===== config.mk =====
export PLATFORM = sky130hd
export DESIGN_NAME = keypad_scan
export DESIGN_NICKNAME = d
export VERILOG_FILES = /design/src/rtl/keypad_pkg.sv /design/src/rtl/sync_2ff.sv /design/src/rtl/keypad_scan.sv
export SDC_FILE = /design/constraint.sdc
export NUM_CORES = 1
export LEC_CHECK = 0
export CAP_MARGIN = 40
export CORE_MARGIN = 4
export CORE_UTILIZATION = 29
export DETAILED_ROUTE_END_ITERATION = 8
export GPL_TIMING_DRIVEN = 0
export HOLD_SLACK_MARGIN = 0.06
export PLACE_DENSITY = 0.42
export SLEW_MARGIN = 10
export SYNTH_ARGS = -nofsm -noshare
export SYNTH_HDL_FRONTEND = slang
export SYNTH_SLANG_ARGS = --single-unit

===== constraint.sdc =====
create_clock -name clk -period 7 [get_ports clk]
set_input_delay 0.7 -clock clk [delete_from_list [all_inputs] [get_ports clk]]
set_output_delay 0.7 -clock clk [all_outputs]
set_load 0.01 [all_outputs]

===== src/rtl/keypad_pkg.sv =====
//------------------------------------------------------------------------------
// keypad_pkg : shared types, column drive patterns and key decode map
// Revision   : 1.0
//------------------------------------------------------------------------------
`default_nettype none

package keypad_pkg;

   typedef enum logic [1:0] {
      ST_SCAN     = 2'd0,
      ST_DEBOUNCE = 2'd1,
      ST_HELD     = 2'd2
   } state_t;

   localparam logic [3:0] COL_DRIVE_0 = 4'b1110;
   localparam logic [3:0] COL_DRIVE_1 = 4'b1101;
   localparam logic [3:0] COL_DRIVE_2 = 4'b1011;
   localparam logic [3:0] COL_DRIVE_3 = 4'b0111;

   localparam logic [3:0] KEY_STAR = 4'hE;
   localparam logic [3:0] KEY_HASH = 4'hF;

   function automatic logic [3:0] col_drive(input logic [1:0] ci);
      logic [3:0] drv;
      case (ci)
         2'd0:    drv = COL_DRIVE_0;
         2'd1:    drv = COL_DRIVE_1;
         2'd2:    drv = COL_DRIVE_2;
         default: drv = COL_DRIVE_3;
      endcase
      return drv;
   endfunction

   function automatic logic [3:0] key_map(input logic [1:0] ri, input logic [1:0] ci);
      logic [3:0] code;
      case ({ri, ci})
         4'b00_00: code = 4'h1;
         4'b00_01: code = 4'h2;
         4'b00_10: code = 4'h3;
         4'b00_11: code = 4'hA;
         4'b01_00: code = 4'h4;
         4'b01_01: code = 4'h5;
         4'b01_10: code = 4'h6;
         4'b01_11: code = 4'hB;
         4'b10_00: code = 4'h7;
         4'b10_01: code = 4'h8;
         4'b10_10: code = 4'h9;
         4'b10_11: code = 4'hC;
         4'b11_00: code = KEY_STAR;
         4'b11_01: code = 4'h0;
         4'b11_10: code = KEY_HASH;
         default:  code = 4'hD;
      endcase
      return code;
   endfunction

endpackage

`default_nettype wire


===== src/rtl/sync_2ff.sv =====
//------------------------------------------------------------------------------
// sync_2ff : two-flop synchronizer for a bus of independent asynchronous bits
// Revision : 1.0
//------------------------------------------------------------------------------
`default_nettype none

module sync_2ff #(
   parameter int               WIDTH     = 4,
   parameter logic [WIDTH-1:0] RESET_VAL = '1
) (
   input  logic             clk,
   input  logic             rst,
   input  logic [WIDTH-1:0] d,
   output logic [WIDTH-1:0] q
);

   logic [WIDTH-1:0] meta;

   always_ff @(posedge clk) begin
      if (rst) begin
         meta <= RESET_VAL;
         q    <= RESET_VAL;
      end else begin
         meta <= d;
         q    <= meta;
      end
   end

endmodule

`default_nettype wire


===== src/rtl/keypad_scan.sv =====
//------------------------------------------------------------------------------
// keypad_scan : 4x4 matrix keypad scanner with debounce, decode and digit buffer
// Revision    : 1.0
//------------------------------------------------------------------------------
`default_nettype none

module keypad_scan
   import keypad_pkg::*;
#(
   parameter int SCAN_DIV = 50000,
   parameter int DEBOUNCE = 4
) (
   input  logic       clk,
   input  logic       rst,
   input  logic [3:0] row_n,
   output logic [3:0] col_n,
   output logic [3:0] key_code,
   output logic       key_valid,
   output logic       key_held,
   output logic [3:0] a,
   output logic [3:0] b,
   output logic [3:0] c,
   output logic [3:0] d
);

   localparam int   TW     = $clog2(SCAN_DIV);
   localparam int   CW     = $clog2(DEBOUNCE + 1);
   localparam logic SINGLE = (DEBOUNCE == 1);

   logic [TW-1:0] timer;
   logic          sample;
   logic [3:0]    rs;
   state_t        state;
   logic [1:0]    ci;
   logic [1:0]    ri;
   logic [CW-1:0] cnt;
   logic [CW-1:0] rel;
   logic [CW-1:0] cnt_inc;
   logic [CW-1:0] rel_inc;
   logic          low_any;
   logic [1:0]    low_row;
   logic          do_accept;
   logic          do_release;
   logic [3:0]    accept_code;

   sync_2ff #(
      .WIDTH     (4),
      .RESET_VAL (4'b1111)
   ) u_row_sync (
      .clk (clk),
      .rst (rst),
      .d   (row_n),
      .q   (rs)
   );

   assign sample  = (timer == TW'(SCAN_DIV - 1));
   assign cnt_inc = cnt + CW'(1);
   assign rel_inc = rel + CW'(1);

   always_ff @(posedge clk) begin
      if (rst || sample) timer <= '0;
      else               timer <= timer + TW'(1);
   end

   // Lowest-numbered low row has priority.
   always_comb begin
      low_any = ~&rs;
      if      (!rs[0]) low_row = 2'd0;
      else if (!rs[1]) low_row = 2'd1;
      else if (!rs[2]) low_row = 2'd2;
      else             low_row = 2'd3;
   end

   always_comb begin
      do_accept   = 1'b0;
      do_release  = 1'b0;
      accept_code = key_map(ri, ci);
      if (sample) begin
         case (state)
            ST_SCAN: begin
               accept_code = key_map(low_row, ci);
               do_accept   = low_any && SINGLE;
            end
            ST_DEBOUNCE: do_accept  = !rs[ri] && (cnt_inc == CW'(DEBOUNCE));
            ST_HELD:     do_release = rs[ri] && (rel_inc == CW'(DEBOUNCE));
            default:     do_accept  = 1'b0;
         endcase
      end
   end

   always_ff @(posedge clk) begin
      if (rst) begin
         state <= ST_SCAN;
         ci    <= 2'd0;
         col_n <= COL_DRIVE_0;
         ri    <= 2'd0;
         cnt   <= '0;
         rel   <= '0;
      end else if (sample) begin
         case (state)
            ST_SCAN: begin
               if (low_any) begin
                  ri    <= low_row;
                  cnt   <= CW'(1);
                  rel   <= '0;
                  state <= SINGLE ? ST_HELD : ST_DEBOUNCE;
               end else begin
                  ci    <= ci + 2'd1;
                  col_n <= col_drive(ci + 2'd1);
               end
            end
            ST_DEBOUNCE: begin
               if (!rs[ri]) begin
                  cnt <= cnt_inc;
                  rel <= '0;
                  if (do_accept) state <= ST_HELD;
               end else begin
                  state <= ST_SCAN;
                  ci    <= ci + 2'd1;
                  col_n <= col_drive(ci + 2'd1);
               end
            end
            ST_HELD: begin
               if (!rs[ri]) begin
                  rel <= '0;
               end else if (do_release) begin
                  state <= ST_SCAN;
                  ci    <= ci + 2'd1;
                  col_n <= col_drive(ci + 2'd1);
               end else begin
                  rel <= rel_inc;
               end
            end
            default: state <= ST_SCAN;
         endcase
      end
   end

   always_ff @(posedge clk) begin
      if (rst) begin
         key_code  <= 4'h0;
         key_valid <= 1'b0;
         key_held  <= 1'b0;
         a         <= 4'h0;
         b         <= 4'h0;
         c         <= 4'h0;
         d         <= 4'h0;
      end else begin
         key_valid <= do_accept;
         if (do_accept) begin
            key_code <= accept_code;
            key_held <= 1'b1;
            if (accept_code <= 4'd9) begin
               a <= b;
               b <= c;
               c <= d;
               d <= accept_code;
            end else if (accept_code == KEY_STAR) begin
               a <= 4'h0;
               b <= 4'h0;
               c <= 4'h0;
               d <= 4'h0;
            end
         end else if (do_release) begin
            key_held <= 1'b0;
         end
      end
   end

endmodule

`default_nettype wire


[Yosys cells after proc, flatten, opt, wreduce, memory -nomap -nowiden]
Memory sizes are Yosys's and may differ from the RTL's.
Index checks and enable logic that the tools add are counted.
Storage, ports and cells
  output and inout bits: 26
  bits in registers: 62
  input port bits: 6
  logic and storage cells: 101
  ROM bits: 128
  memories kept: 2
Memory list
  (no name shown): depth 16, bits a word 4, read ports 1, clocked after Yosys merged registers in 0, write ports 0, RTL line keypad_pkg.sv:36  | case ({ri, ci})
  (no name shown): depth 16, bits a word 4, read ports 1, clocked after Yosys merged registers in 0, write ports 0, RTL line keypad_pkg.sv:36
Operators by class
  reductions and logical operators: 17
  equality and inequality tests: 16
  bitwise logic cells: 1
  magnitude comparators: 2
  mux-type cells: 43
  add/sub/neg operators: 4
Operator list (number)
  2-to-1 mux 4 bit: 11
  case mux 4 bit (3 select lines): 2
  2-to-1 mux 2 bit: 11
  2-to-1 mux 3 bit: 6
  adder 16 x 1 -> 16 bit, second input constant: 1
  == test 16 bit, second input constant: 1
  inequality test 2 bit, second input constant: 6
  case mux 2 bit (3 select lines): 2
  AND reduction 5 bit: 2
  case mux 3 bit (3 select lines): 1
  2-to-1 mux 1 bit: 8
  AND reduction 4 bit: 2
  adder 3 x 1 -> 3 bit, second input constant: 2
  == test 3 bit, second input constant: 2
  inequality test 3 bit, second input constant: 2
  case mux 3 bit (2 select lines): 1
  AND reduction 6 bit: 1
  nonzero test 2 bit: 3
  == test 2 x 1 -> 1 bit, second input constant: 2
  == test 2 bit, second input constant: 2
  == test 4 bit, second input constant: 1
  less-or-equal comparator 4 bit, second input constant: 1
  logical NOT 2 bit: 2
  less-than comparator 2 x 3 -> 1 bit, second input constant: 1
  9 further kinds: 10

[Depth between registers and ports, before layout]
  depth after elaboration: 9
  gate-level depth with buffers: 9
  mapped depth without buffers: 8

[Modules after synthesis]
From an unflattened synthesis, not the netlist that was laid out.
Second synthesis, totals
  cell total of the unflattened synthesis: 381
  area, all modules: 3339.5 um2
By module, submodules not included
  keypad_scan: cells each 365, times used 1, area an instance 3129.3 um2, seq. area each 1081.0 um2
  sync_2ff: cells each 16, times used 1, area an instance 210.2 um2, seq. area each 160.2 um2

[Worst setup path before layout]
No wires, ideal clock.
  path type: reg2reg
  start point: reg ci[0]
  end point: reg d[1]
  library setup time: 0.132 ns
  data required time: 6.868 ns
  arrival time: 2.498 ns
  path slack: 4.371 ns
  cell stages (with the launch flop): 8
  cells stage by stage: dfxtp_1 > inv_1 > ha_1 > mux4_2 > a2111oi_0 > a31oi_2 > a2111oi_4 > o22ai_1
Between the ends
  cells in the longest elaborated chain, start to end: 6
Ends and longest elaborated chain
  start: declaration: RTL line keypad_scan.sv:34  | logic [1:0] ci;
  start signal: assignment: RTL line keypad_scan.sv:108  | ci <= ci + 2'd1;
  start signal: assignment: RTL line keypad_scan.sv:119  | ci <= ci + 2'd1;
  start signal: assignment: RTL line keypad_scan.sv:128  | ci <= ci + 2'd1;
  memory read (16 x 4 bit)
  2-to-1 mux 4 bit: RTL line keypad_scan.sv:79  | case (state)
  2-to-1 mux 4 bit (*): RTL line keypad_scan.sv:78  | if (sample) begin
  less-or-equal comparator 4 bit or == test 4 bit (tied branches): RTL line keypad_scan.sv:153, keypad_scan.sv:158
  nonzero test 2 bit (no source line)
  AND reduction 2 bit (no source line)
  end signal: assignment: RTL line keypad_scan.sv:157  | d <= accept_code;
  end: declaration: RTL line keypad_scan.sv:23  | output logic [3:0] d
Mark *: on every way between the ends. The rest lies on a longest branch, timed or not.
A chain may end at the register's enable or synchronous reset.

[Worst setup path in the final report]
  start point: reg ci[0]
  end point: reg c[0]
Between the ends
  cells in the longest elaborated chain, start to end: 6
Ends and longest elaborated chain
  memory read (16 x 4 bit)
  2-to-1 mux 4 bit: RTL line keypad_scan.sv:79
  2-to-1 mux 4 bit (*): RTL line keypad_scan.sv:78
  less-or-equal comparator 4 bit or == test 4 bit (tied branches): RTL line keypad_scan.sv:153, keypad_scan.sv:158
  nonzero test 2 bit (no source line)
  AND reduction 2 bit (no source line)
  end signal: assignment: RTL line keypad_scan.sv:146  | c <= 4'h0;
  end signal: assignment: RTL line keypad_scan.sv:156  | c <= d;
  end signal: assignment: RTL line keypad_scan.sv:161  | c <= 4'h0;
  end: declaration: RTL line keypad_scan.sv:22  | output logic [3:0] c,
Marked as above.

==> load_flow_metrics.sql <==
INSERT INTO impl_metrics (metric_group, metric, value, unit) VALUES
('logic_synthesis', 'synthFlopType', 'dfxtp_1', ''),
('layout', 'nNetsFinal', '416', ''),
('worst_setup_path', 'path_class', 'reg2reg', ''),
('logic_synthesis', 'synthAdderAreaFrac', '4.802', '%'),
('floorplan', 'core-area', '0.01042', 'mm2'),
('detailed_routing', 'drt-pass1-iter-count', '4', ''),
('layout', 'fillers', '1104', ''),
('worst_setup_path', 'timing.critical_path.required', '7.28', 'ns'),
('layout', 'post-route-cell-area', '0.003859', 'mm2'),
('clock_tree', 'count_of_cells_resized_by_post_cts_repair', '0', ''),
('status', 'outcome', 'finished, final reports clean', ''),
('place', 'detailedPlacementHpwl', '5625', 'um'),
('sta', 'worst_slew_slack_as_a_fraction_of_its_limit', '55.64', '%'),
('detailed_routing', 'detail_route.vias_per_cell', '4.790', ''),
('logic_synthesis', 'syn-instance-count', '355', ''),
('floorplan', 'die_width', '111.8', 'um'),
('place', 'buffer_ports.inserted', '31', ''),
('logic_synthesis', 'parity_gate_share_of_the_synthesized_area_counting_xor_and_xnor_cells', '4.202', '%'),
('floorplan', 'initial_utilization', '30.02', '%'),
('clock_tree', 'cts_tree', 'yes', ''),
('clock_tree', 'clock_path_buffers', '2', ''),
('global_routing', 'gr-total-overflow', '0', ''),
('floorplan', 'chipHeight', '111.8', 'um'),
('global_routing', 'number_of_global_route_vias_before_repair', '2459', ''),
('power_and_ir_drop', 'cellPowerDensity', '203.1', 'mW/mm2'),
('floorplan', 'num_rows', '37', ''),
('worst_setup_path', 'setup.worst_path.end_class', 'flip-flop', ''),
('sta', 'layout_min_cycle_time', '3.163', 'ns'),
('global_routing', 'grt.total_usage', '13.07', '%'),
('detailed_routing', 'wirelength', '7806', 'um'),
('layout', 'antennaDiodeCount', '0', ''),
('detailed_routing', 'ant_nets', '0', ''),
('logic_synthesis', 'fraction_of_the_yosys_area_taken_by_sequential_cells', '39.70', '%'),
('sta', 'layout_worst_path_cycle_share', '45.18', '%'),
('layout', 'synthToLayoutAreaGrowth', '23.41', '%'),
('sta', 'rsz0062_at_grt', 'no', ''),
('logic_synthesis', 'count_of_flip_flops_with_a_built_in_enable_after_synthesis', '0', ''),
('floorplan', 'io-pin-count', '32', ''),
('detailed_routing', 'detail_route.drc_violations', '0', ''),
('logic_synthesis', 'ys_types', '57', ''),
('global_routing', 'antenna_found_initial', '0', ''),
('logic_synthesis', 'synth.net_count', '373', ''),
('logic_synthesis', 'synth-warning-count', '0', ''),
('clock_tree', 'insertion_delay', '0.35', 'ns'),
('logic_synthesis', 'share_of_the_synthesized_area_in_compound_gates_ao_oa_aoi_oai', '14.69', '%'),
('clock_tree', 'cts.repair_timing.setup_buffer_count', '0', ''),
('clock_tree', 'tritoncts_num_sinks', '62', ''),
('worst_setup_path', 'worst-path-max-fanout', '12', ''),
('logic_synthesis', 'postSynthRegisterBits', '62', ''),
('sta', 'final-max-slew-violation-count', '0', ''),
('power_and_ir_drop', 'power.static_leakage', '1.389', 'nW'),
('sta', 'maxClockFrequency', '316.2', 'MHz'),
('logic_synthesis', 'postSynth.asyncResetShare', '0', '%'),
('clock_tree', 'postCtsHoldBufs', '0', ''),
('run', 'maxCapViolCount', '0', ''),
('clock_tree', 'clk_transition_reported_paths', '0.08', 'ns'),
('global_routing', 'grt_first_pass_wirelength', '13130', 'um'),
('detailed_routing', 'via_total_after_detailed_routing', '2582', ''),
('sta', 'finalSetupViolations', '0', ''),
('floorplan', 'floorplan.die_area', '0.01251', 'mm2'),
('sta', 'timing.setup.tns', '0', 'ns'),
('logic_synthesis', 'synth.mux.area_fraction', '5.842', '%'),
('sta', 'report.final.hold_viol_count', '0', ''),
('clock_tree', 'cts.htree.levels', '3', ''),
('place', 'place_congestion', '0.8015', ''),
('clock_tree', 'cts-buffers-inserted', '9', ''),
('worst_setup_path', 'critical_path_source_type', 'flip-flop', ''),
('worst_hold_path', 'hold_path_class', 'reg2reg', ''),
('sta', 'fin_worst_hold_slack', '0.3969', 'ns'),
('detailed_routing', 'route.detailed.wl_per_inst', '14.48', 'um'),
('layout', 'final_layout_size_suffix_gt1_share', '10.67', '%');
-- path summary, 6_finish.rpt --
check | start | endpoint | slack, ns | cells past startpoint
worst min register to register | u_row_sync.meta[2] | u_row_sync.q[2] | 0.40 | 1
worst max register to register | ci[0] | c[0] | 3.84 | 8
worst max-delay path | ci[0] | c[0] | 3.84 | 8
worst min-delay path | u_row_sync.meta[2] | u_row_sync.q[2] | 0.40 | 1
-- cell usage after synthesis (6+ instances only) --
cell type,count,area [um2]
o21ai_0,16,80.08
a21oi_1,13,65.06
xor2_1,9,78.83
nor2b_1,10,62.56
nand3_1,18,90.09
nand2b_1,13,81.33
mux2i_1,10,100.1
nand2_1,28,105.1
ha_1,12,150.1
nor2_1,40,150.1
dfxtp_1,62,1241
a31oi_1,8,50.05
inv_1,13,48.80
or2_2,8,50.05
xnor2_1,6,52.55
clkbuf_1,14,52.55
-- flip-flops by register name, indices dropped and copies added (netlist names), 2 cells and up --
name / cells
c: 4
u_row_sync.q: 4
state: 2
key_code: 4
rel: 3
ri: 2
d: 4
col_n: 4
b: 4
ci: 2
timer: 16
u_row_sync.meta: 4
cnt: 3
a: 4
-- logic make-up (layout without fill, tap and decap cells) --
family,count (synthesis),after routing
simple gates,154,154
compound gates,65,65
xor+xnor,15,15
buf+inv,32,80
mux,15,15
flops,62,62
fa+ha+maj,12,12
-- metal layers --
layer	track usage [%]	vias up	wire length, um
met5	0	-	0
met4	3.650	0	82
met3	3.641	7	385
met2	19.46	48	3362
met1	18.48	1181	3975
li1	-	1346	-
-- stage by stage --
step	instances	util (%)	worst slack [ns]
floorplan	355	-	4.371
global placement	522	34.63	3.869
detailed placement	523	34.68	3.816
CTS	539	37.05	3.813
global route	539	37.05	3.527
finish	539	37.05	3.837
-- worst max-delay path: stages (launching register included) --
cell and delay (ns):
dfxtp_1 0.58, inv_1 0.21, ha_1 0.30, mux4_2 0.52
and2_1 0.22, o32ai_2 0.43, clkbuf_1 0.38, nand2_1 0.24
o21ai_0 0.21
-- layout make-up --
class	instances	area (um2)	area share [%]
tap	136	170.2	4.410
sequential	62	1241	32.17
clock inverter	7	122.6	3.178
inverter	13	48.80	1.265
multi-input combinational	261	1747	45.27
clock buffer	9	123.9	3.210
buffer	19	90.09	2.335
timing repair buffer	32	315.3	8.171
-- cell usage in the layout, fill, tap and decap left out, types with 4 or more instances in the layout --
| master | n |
|---|---|
| mux2i_1 | 10 |
| a31oi_1 | 8 |
| or3_1 | 4 |
| nand3_1 | 18 |
| nor2_1 | 40 |
| dfxtp_1 | 62 |
| nand4_1 | 5 |
| nand2_1 | 28 |
| a21oi_1 | 13 |
| clkdlybuf4s50_1 | 31 |
| nand2b_1 | 13 |
| ha_1 | 12 |
| or2_2 | 8 |
| xnor2_1 | 6 |
| buf_2 | 4 |
| nor2b_1 | 10 |
| clkbuf_8 | 9 |
| inv_1 | 13 |
| clkbuf_1 | 14 |
| o21ai_0 | 16 |
| and3_1 | 4 |
| xor2_1 | 9 |
-- report_power, final --
group | switching (W) | internal (W)
clock network | 0.000159 | 0.000238
logic | 0.0000176 | 0.0000115
registers | 0.00000173 | 0.000356
No activity file was read; power rests on OpenSTA's default activity.
